--- config.mk ---
export PLATFORM = sky130hd
export DESIGN_NAME = serial_digit_adder
export DESIGN_NICKNAME = d
export VERILOG_FILES = /design/src/rtl/serial_digit_adder.sv
export SDC_FILE = /design/constraint.sdc
export NUM_CORES = 1
export LEC_CHECK = 0
export ABC_CLOCK_PERIOD_IN_PS = 2600
export CAP_MARGIN = 20
export CORE_MARGIN = 2
export CORE_UTILIZATION = 54
export DETAILED_ROUTE_END_ITERATION = 7
export MAX_ROUTING_LAYER = met4
export PLACE_DENSITY = 0.83
export SLEW_MARGIN = 20
export SYNTH_ARGS = -nofsm -noshare
export SYNTH_HDL_FRONTEND = slang
export SYNTH_SLANG_ARGS = --single-unit
--- constraint.sdc ---
create_clock -name clk -period 2.6 [get_ports clk]
set_clock_uncertainty 0.05 [all_clocks]
set_input_delay 0.52 -clock clk [delete_from_list [all_inputs] [get_ports clk]]
set_output_delay 0.52 -clock clk [all_outputs]
set_load 0.02 [all_outputs]
--- src/rtl/serial_digit_adder.sv ---
// Digit-serial adder/subtractor: processes DIGIT bits per cycle over WIDTH/DIGIT cycles,
// then presents sum, carry-out and signed overflow for one DONE cycle and holds them.
module serial_digit_adder #(
  parameter int WIDTH = 8,
  parameter int DIGIT = 2
) (
  input  logic             clk,
  input  logic             rst,
  input  logic             start,
  input  logic             sub,
  input  logic [WIDTH-1:0] a,
  input  logic [WIDTH-1:0] b,
  input  logic             c_in,
  output logic             busy,
  output logic             done,
  output logic [WIDTH-1:0] sum,
  output logic             c_out,
  output logic             ovf
);

  localparam int N  = WIDTH / DIGIT;
  localparam int CW = (N > 1) ? $clog2(N) : 1;

  typedef enum logic [1:0] {IDLE, RUN, DONE} state_t;

  state_t           state, state_nx;
  logic [WIDTH-1:0] a_reg, b_reg, sr, next_sr;
  logic             carry;
  logic [CW-1:0]    cnt;
  logic [DIGIT-1:0] dsum;
  logic             dcarry, dc_msb, rc, last;

  // Ripple across the digit; dc_msb keeps the carry into the digit's top bit for ovf.
  always_comb begin
    dsum   = '0;
    rc     = carry;
    dc_msb = carry;
    for (int unsigned i = 0; i < DIGIT; i++) begin
      dc_msb  = rc;
      dsum[i] = a_reg[i] ^ b_reg[i] ^ rc;
      rc      = (a_reg[i] & b_reg[i]) | (rc & (a_reg[i] ^ b_reg[i]));
    end
    dcarry  = rc;
    next_sr = (sr >> DIGIT) | (WIDTH'(dsum) << (WIDTH - DIGIT));
  end

  assign last = (cnt == CW'(N - 1));
  assign busy = (state == RUN);
  assign done = (state == DONE);

  always_comb begin
    state_nx = state;
    case (state)
      IDLE:    if (start) state_nx = RUN;
      RUN:     if (last) state_nx = DONE;
      DONE:    state_nx = start ? RUN : IDLE;
      default: state_nx = IDLE;
    endcase
  end

  always_ff @(posedge clk) begin
    if (rst) state <= IDLE;
    else     state <= state_nx;
  end

  always_ff @(posedge clk) begin
    if (rst) begin
      a_reg <= '0;
      b_reg <= '0;
      sr    <= '0;
      carry <= 1'b0;
      cnt   <= '0;
      sum   <= '0;
      c_out <= 1'b0;
      ovf   <= 1'b0;
    end else if (state == RUN) begin
      a_reg <= a_reg >> DIGIT;
      b_reg <= b_reg >> DIGIT;
      carry <= dcarry;
      cnt   <= cnt + CW'(1);
      sr    <= next_sr;
      if (last) begin
        sum   <= next_sr;
        c_out <= dcarry;
        ovf   <= dcarry ^ dc_msb;
      end
    end else if (start) begin
      a_reg <= a;
      b_reg <= sub ? ~b : b;
      carry <= sub ? 1'b1 : c_in;
      cnt   <= '0;
      sr    <= '0;
    end
  end

endmodule

==> metrics.txt, run 1 <==
Reg power frac=0.580; CTS max path bufs=2; combinational share of power=0.153; slowest CP cell=clkdlybuf4s50_1; Wirelength per Cell=12.1 um; Max rail drop VDD=422 uV; Worst setup EP type=primary output; Critical Path RT=2030 ps; leading post-synthesis cells by cell area=dfxtp_1 45%, a21oi_1 7.4%, nand2_1 7.4%; clock share of power=0.267; global route overflow=0; root buf cell=clkbuf_4; dpl hpwl=2010 um; main combinational cell family by area after synthesis=simple AND/OR/NAND/NOR gates; antenna cells=0; Pint=0.000781 W; # rows=19; max-cap violations=0; post-synthesis cell area=0.00163 mm2; die height=58.9 um; Worst-Skew Late Latency=340 ps; Post-Syn Instances=179; post-synth top area cell=dfxtp_1; Seq cells post-synth=37; Die Area=0.00347 mm2; M2 GR Usage=0.329; worst-margin pin slew=449 ps; first-pass GRT wire length=5110 um; syn nets=203; Critical Path AT=1860 ps; status=complete, but fails checks; Hold Fails Final Rpt=0; Net Sw Frac=0.263; layout cell share with drive strength beyond 1=0.0628; number of fill cells=222; Final Setup Violations=0; CTS buffer count=5; post-route antenna net violation count=0; Num Clock Sinks=37; number of global-route vias before repair=1,247; Tmin final=2430 ps; mux cell area share after synthesis=0.0491; total track usage=0.201; sequential fraction of the synthesis area=0.454; post-synthesis xor/xnor area fraction=0.0483; global route hottest layer=met2; library cells used by synthesis=25; Max H-tree Level=2; met1 usage=0.231; Slew Limit Headroom=0.700; Starting Density=0.581; CTS tree=built; Top delay family on crit path=buffers and inverters; violated checks=design-rule violations; CP max stage delay=640 ps; unrepaired setup endpoints after global routing=false; gpl congestion=0.775; DRT iter0 DRCs=55; IO buf count=32; Post-Synth Adder-Cell Area=0.0322; hold slack=408 ps; post-synthesis simple-gate area fraction=0.186; die width=58.9 um; Clock Pin Slew Worst Setup and Hold Paths=100 ps; Startpoint Class=flip-flop; setup total negative slack=0 ps; Vias/cell=5.45; Synth Area in Compound Gates=0.167; DR DRC count=2; critical path, cell by cell=nand2b_4 -> inv_6 -> clkdlybuf4s50_1; CP Buf/Inv Count=2; Area Growth Syn to Fin=20.6%; I/O pins=33; largest net degree at the start of global routing=38; met3 usage in global routing=0.0593; worst setup path class=reg -> out; sw power=0.000278 W; maximum clock frequency=411 MHz; 1st-pass router iterations=6; P_leak=0.718 nW; Post CTS Setup Buffer Count=0; final count of pins violating max slew=0; synthesis warning total=0; WL final=2880 um; initial antenna violation count=0; crit-path max FO=26; final-stage net count=230; PwrDens=539 mW/mm2; crit share post-route=0.936; share of the synthesized area in the top cell type=0.454; core box area=0.00281 mm2; Syn Area/Cell=9.11 um2; reg2reg setup slack=820 ps; via count=1,297; HP Class=reg -> reg
-- kinds of logic (layout without fill, tap and decap cells) --
kind of cell	Yosys count	in the layout
flip-flops	37	37
XOR/XNOR	9	9
multiplexers	8	8
AND/OR/NAND/NOR	65	65
adder cells (fa/ha/maj)	3	3
AO/OA/AOI/OAI	41	41
buffers and inverters	16	44
-- power by group through the flow --
stage / sequential, W / combinational [W] / clock (W)
after global placement: 0.000627 / 0.000157 / 0
after floorplan: 0.000623 / 0.000121 / 0
final: 0.000615 / 0.000162 / 0.000283
after CTS: 0.000615 / 0.000162 / 0.000289
after global routing: 0.000618 / 0.000182 / 0.000311
after detailed placement: 0.000628 / 0.000162 / 0
-- cell usage after synthesis, drive strengths merged --
| cell type | n |
|---|---|
| a2111oi | 2 |
| xnor2 | 9 |
| mux2i | 8 |
| o221ai | 1 |
| nor2 | 17 |
| nor3 | 2 |
| nand2b | 3 |
| a21oi | 24 |
| ha | 1 |
| nand3b | 9 |
| fa | 2 |
| nor2b | 1 |
| a211oi | 7 |
| dfxtp | 37 |
| a2bb2oi | 1 |
| buf | 14 |
| a211o | 6 |
| and3b | 1 |
| inv | 2 |
| nand2 | 32 |
-- worst register-to-register path, delay by kind of cell, from the launching register on --
family / cells / cell delay [ps]
AOI/OAI and AO/OA: 1 / 230
xor gates and xnor gates: 1 / 150
adders and majority gates: 2 / 920
DFF: 1 / 350
-- per-layer routing --
layer,vias up,wire [um]
met2,32,1430
met5,-,0
met4,0,26
met1,594,1250
met3,4,162
li1,667,-
-- worst paths after layout --
kind                               start  cells after the start  endpoint
worst max-delay path            state[0]                      3      busy
worst min-delay path              sum[6]                      2    sum[6]
worst max register to register  a_reg[0]                      4       ovf
worst min register to register    sum[6]                      2    sum[6]
-- cells in the final DEF, fill, tap and decap left out, drive strengths merged, types with 2 or more instances in the layout --
cell type      netlist  final
clkinv               0      2
xnor2                9      9
a211o                6      6
a211oi               7      7
dfxtp               37     37
nand3b               9      9
mux2i                8      8
clkdlybuf4s50        0     32
fa                   2      2
nor2                17     17
buf                 14      2
inv                  2      2
a2111oi              2      2
nand2b               3      3
nor3                 2      2
a21oi               24     24
clkbuf               0      6
nand2               32     32
-- what timing repair did --
item,in CTS,in global routing
resized for setup,0,1
endpoints found under the setup margin,0,1
hold buffers,0,0
-- final cells by class --
cell class | count | area, um2 | share of cell area
Timing Repair Buffer | 34 | 335 | 0.171
Tap cell | 31 | 38.8 | 0.0197
Clock inverter | 2 | 10.0 | 0.00509
Multi-Input combinational cell | 126 | 787 | 0.400
Sequential cell | 37 | 741 | 0.377
Clock buffer | 6 | 41.3 | 0.0210
Inverter | 2 | 12.5 | 0.00637
-- metrics by stage --
step	worst slack, ps	instances	area (um2)	total power, W	utilization
final	166	238	1970	0.00106	0.701
after global routing	59.6	238	1970	0.00111	0.701
after CTS	103	238	1960	0.00107	0.700
after detailed placement	489	230	1910	0.000789	0.682
after global placement	511	230	1910	0.000783	0.682
after floorplan	941	179	1630	0.000744	-
Power figures use the tool's default switching activity.
==> inputs of run 2 (changes only) <==
- ABC_CLOCK_PERIOD_IN_PS: 2600 -> 2800
- CORE_MARGIN: 2 -> 5
- clock period: 2.6 -> 2.8 ns (I/O delays scaled with it)
==> metrics.txt, run 2 (synthesis results as in run 1) <==
commonest non-fill, non-tap cell in the layout=dfxtp_1 (unchanged); most frequent cells in the layout=37 x dfxtp_1, 32 x nand2_1, 32 x clkdlybuf4s50_1 (unchanged); PwrDens=509 mW/mm2 (was 539 mW/mm2); Slew Limit Headroom=0.666 (was 0.700); core box area=0.00298 mm2 (was 0.00281 mm2); M2 GR Usage=0.275 (was 0.329); initial antenna violation count=0 (unchanged); global route hottest layer=met2 (unchanged); CP max stage delay=670 ps (was 640 ps); die width=64.9 um (was 58.9 um); WL final=3060 um (was 2880 um); CTS buffer count=5 (unchanged); DR DRC count=0 (was 2); crit-path max FO=26 (unchanged); # rows=20 (was 19); dpl hpwl=2150 um (was 2010 um); Vias/cell=5.47 (was 5.45); CTS tree=built (unchanged); layout cell share with drive strength beyond 1=0.0583 (was 0.0628); worst-margin pin slew=500 ps (was 449 ps); largest net degree at the start of global routing=38 (unchanged); number of global-route vias before repair=1,207 (was 1,247); Worst-Skew Late Latency=330 ps (was 340 ps); I/O pins=33 (unchanged); Area Growth Syn to Fin=20.8% (was 20.6%); crit share post-route=0.905; met1 usage=0.194 (was 0.231); Max rail drop VDD=356 uV (was 422 uV); first-pass GRT wire length=5390 um (was 5110 um); critical path, cell by cell=nand2b_4 -> inv_4 -> clkdlybuf4s50_1 (was nand2b_4 -> inv_6 -> clkdlybuf4s50_1); Startpoint Class=flip-flop (unchanged); slowest CP cell=clkdlybuf4s50_1 (unchanged); global route overflow=0 (unchanged); worst setup path class=reg -> out (unchanged); setup total negative slack=0 ps (unchanged); Die Area=0.00422 mm2 (was 0.00347 mm2); Hold Fails Final Rpt=0 (unchanged); Worst setup EP type=primary output (unchanged); unrepaired setup endpoints after global routing=false (unchanged); Pint=0.000748 W (was 0.000781 W); final count of pins violating max slew=0 (unchanged); clock share of power=0.279 (was 0.267); final-stage net count=230 (unchanged); Clock Pin Slew Worst Setup and Hold Paths=100 ps (about the same); Critical Path AT=1920 ps (was 1860 ps); sw power=0.000254 W (was 0.000278 W); total track usage=0.169 (was 0.201); CTS max path bufs=2 (unchanged); met3 usage in global routing=0.0572 (was 0.0593); status=completed (was complete, but fails checks); IO buf count=32 (unchanged); maximum clock frequency=395 MHz; DRT iter0 DRCs=41 (was 55); Final Setup Violations=0 (unchanged); Tmin final=2530 ps; antenna cells=0 (unchanged); Wirelength per Cell=12.8 um (was 12.1 um); HP Class=reg -> reg (unchanged); post-route antenna net violation count=0 (unchanged); max-cap violations=0 (unchanged); Num Clock Sinks=37 (unchanged); Critical Path RT=2190 ps (was 2030 ps); via count=1,308 (was 1,297); 1st-pass router iterations=4 (was 6); combinational share of power=0.151 (was 0.153); root buf cell=clkbuf_4 (unchanged); P_leak=0.718 nW (about the same); gpl congestion=0.746 (was 0.775); CTS resizes=0 (unchanged); Max H-tree Level=2 (unchanged); Reg power frac=0.570 (was 0.580); Net Sw Frac=0.254 (was 0.263); Starting Density=0.547 (was 0.581); die height=64.9 um (was 58.9 um); hold_buf cts=0 (unchanged); hold slack=408 ps (about the same); Post CTS Setup Buffer Count=0 (unchanged)
## run 2: changes by cell type in the layout (fill, tap and decap cells not counted), sizes merged
cell / previous run / this run
clkbuf: 6 / 7
clkinv: 2 / 0
## run 2: final timing paths
| check | from | end | slack [ps] | cells past startpoint |
|---|---|---|---|---|
| max reg2reg | a_reg[0] | ovf | 1030 | 4 |
| min | sum[3] | sum[3] | 410 | 2 |
| min reg2reg | sum[3] | sum[3] | 410 | 2 |
| max | state[0] | busy | 270 | 3 |
## run 2: power by group through the flow
| stage | clock [W] | sequential, W | combinational [W] |
|---|---|---|---|
| after detailed placement | 0 | 0.000583 | 0.000152 |
| after global placement | 0 | 0.000581 | 0.000145 |
| after floorplan | 0 | 0.000578 | 0.000112 |
| final | 0.000280 | 0.000571 | 0.000152 |
| after global routing | 0.000317 | 0.000576 | 0.000168 |
| after CTS | 0.000288 | 0.000571 | 0.000153 |
## run 2: worst max-delay path, delay by kind of cell (launching register included)
family	cells	cell delay (ps)
buffers and inverters	2	950
flip-flops	1	440
AND/OR/NAND/NOR	1	200
## run 2: stage by stage
step                 util  worst slack [ps]  cells  instance area, um2  total power (W)
floorplan               -              1140    179                1630         0.000690
detailed placement  0.643               644    232                1910         0.000735
finish              0.661               266    239                1970          0.00100
CTS                 0.661               254    239                1970          0.00101
global route        0.661               158    239                1970          0.00106
global placement    0.643               680    232                1910         0.000727
## run 2: area by class of cell
type,instances,area [um2]
Tap cell,33,41.3
Clock buffer,7,55.1
Multi-Input combinational cell,126,787
Timing Repair Buffer,34,335
Sequential cell,37,741
Fill cell,261,1010
Inverter,2,10.0
## run 2: metal layers
metal / share of wire / up-vias / wire length [um]
met4: 0.019 / 0 / 58
met2: 0.49 / 34 / 1510
met1: 0.43 / 608 / 1320
met5: 0 / - / 0
li1: - / 661 / -
met3: 0.056 / 5 / 173
==> inputs of run 3 (changes only) <==
- CELL_PAD_IN_SITES_DETAIL_PLACEMENT: unset -> 1
- CELL_PAD_IN_SITES_GLOBAL_PLACEMENT: unset -> 2
- CORE_UTILIZATION: 54 -> 32
- PLACE_DENSITY: 0.83 -> unset
- PLACE_DENSITY_LB_ADDON: unset -> 0.1
==> metrics.txt, run 3 (synthesis results as in run 1) <==
dpl hpwl=2570 um (was 2150 um); Max H-tree Level=2 (unchanged); antenna cells=0 (unchanged); Top delay family on crit path=buffers and inverters (unchanged); HP Class=reg -> reg (unchanged); # rows=26 (was 20); CP max stage delay=660 ps (was 670 ps); I/O pins=33 (unchanged); commonest non-fill, non-tap cell in the layout=dfxtp_1 (unchanged); PwrDens=579 mW/mm2 (was 509 mW/mm2); via count=1,307 (was 1,308); M2 GR Usage=0.206 (was 0.275); Slew Limit Headroom=0.667 (was 0.666); final core occ=0.414 (was 0.661); Net Sw Frac=0.238 (was 0.254); first-pass GRT wire length=6490 um (was 5390 um); Worst-Skew Late Latency=290 ps (was 330 ps); Num Clock Sinks=37 (unchanged); crit share post-route=0.889 (was 0.905); Post CTS Setup Buffer Count=0 (unchanged); WL final=3660 um (was 3060 um); layout cell share with drive strength beyond 1=0.0721 (was 0.0583); P_leak=0.748 nW (was 0.718 nW); pre-CTS setup slack=606 ps (was 644 ps); Final Setup Violations=0 (unchanged); status=completed (unchanged); Clock Pin Slew Worst Setup and Hold Paths=80 ps (was 100 ps); post-route cell area=0.00209 mm2 (was 0.00197 mm2); Worst setup EP type=primary output (unchanged); CP Buf/Inv Count=2 (unchanged); Die Area=0.00662 mm2 (was 0.00422 mm2); DR DRC count=0 (unchanged); met1 usage=0.161 (was 0.194); placed inst area=0.00197 mm2 (was 0.00191 mm2); Vias/cell=4.70 (was 5.47); post-route antenna net violation count=0 (unchanged); IO buf count=32 (unchanged); Max rail drop VDD=276 uV (was 356 uV); hold_buf cts=0 (unchanged); maximum clock frequency=402 MHz (was 395 MHz); global route overflow=0 (unchanged); crit-path max FO=26 (unchanged); DRT iter0 DRCs=51 (was 41); die width=81.4 um (was 64.9 um); slowest CP cell=clkdlybuf4s50_1 (unchanged); Pint=0.000920 W (was 0.000748 W); initial antenna violation count=0 (unchanged); Tmin final=2490 ps (was 2530 ps); clock share of power=0.399 (was 0.279); final-stage net count=231 (was 230); setup total negative slack=0 ps (unchanged); core box area=0.00504 mm2 (was 0.00298 mm2); CTS max path bufs=2 (unchanged); gpl congestion=0.683 (was 0.746); Critical Path RT=2190 ps (about the same); CTS tree=built (unchanged); Area Growth Syn to Fin=28.1% (was 20.8%); Wirelength per Cell=13.2 um (was 12.8 um); largest net degree at the start of global routing=36 (was 38); CTS resizes=0 (unchanged); critical path, cell by cell=nand2b_4 -> inv_4 -> clkdlybuf4s50_1 (unchanged); Critical Path AT=1880 ps (was 1920 ps); final count of pins violating max slew=0 (unchanged); die height=81.4 um (was 64.9 um); worst-margin pin slew=498 ps (was 500 ps); sw power=0.000288 W (was 0.000254 W); max-cap violations=0 (unchanged); global route hottest layer=met2 (unchanged); CTS buffer count=5 (unchanged); Hold Fails Final Rpt=0 (unchanged); number of global-route vias before repair=1,361 (was 1,207); 1st-pass router iterations=6 (was 4); worst setup path class=reg -> out (unchanged); met3 usage in global routing=0.0333 (was 0.0572); Startpoint Class=flip-flop (unchanged); Starting Density=0.323 (was 0.547); Reg power frac=0.472 (was 0.570); number of fill cells=609 (was 261); combinational share of power=0.128 (was 0.151); root buf cell=clkbuf_8 (was clkbuf_4); most frequent cells in the layout=37 x dfxtp_1, 32 x nand2_1, 32 x clkdlybuf4s50_1 (unchanged); unrepaired setup endpoints after global routing=false (unchanged); final worst slack=310 ps (was 266 ps); total track usage=0.131 (was 0.169)
-- run 3: layout make-up --
type,instances,area (um2),area share
multi-input cells,126,787,0.377
flip-flops and latches,37,741,0.355
repair buffers,35,343,0.164
well taps,70,87.6,0.0419
clock buffers,6,82.6,0.0395
clock inverters,2,37.5,0.0180
inverters,2,10.0,0.00479
-- run 3: path summary, 6_finish.rpt --
kind	startpoint	endpoint	slack, ps	cells past startpoint
setup / recovery	state[0]	busy	310	3
hold / removal	sum[5]	sum[5]	410	2
setup reg to reg	a_reg[0]	ovf	1020	4
hold reg to reg	sum[5]	sum[5]	410	2
-- run 3: per-layer routing --
layer | vias to the layer above | wire, um | part of all wire
li1 | 664 | - | -
met2 | 26 | 1750 | 0.48
met5 | - | 0 | 0
met4 | 0 | 55 | 0.015
met1 | 610 | 1700 | 0.46
met3 | 7 | 160 | 0.044
-- run 3: tightest hold or removal path: cells and delay by family (launching register included) --
| family | cells | cell delay [ps] |
|---|---|---|
| AND/OR/NAND/NOR | 1 | 50 |
| flip-flops | 1 | 310 |
| AO/OA/AOI/OAI | 1 | 50 |
-- run 3: per-stage QoR --
step | cells | power [W] | hold WS [ps]
2_1_floorplan | 179 | 0.000690 | 382
3_3_place_gp | 270 | 0.000737 | 392
3_5_place_dp | 270 | 0.000742 | 397
4_1_cts | 278 | 0.00123 | 408
5_1_grt | 278 | 0.00127 | 434
6_report | 278 | 0.00121 | 406
-- run 3: power groups by stage --
stage,sequential (W),clock [W],combinational (W)
6_report,0.000571,0.000482,0.000155
3_3_place_gp,0.000583,0,0.000154
2_1_floorplan,0.000578,0,0.000112
5_1_grt,0.000575,0.000522,0.000176
4_1_cts,0.000571,0.000503,0.000159
3_5_place_dp,0.000584,0,0.000158
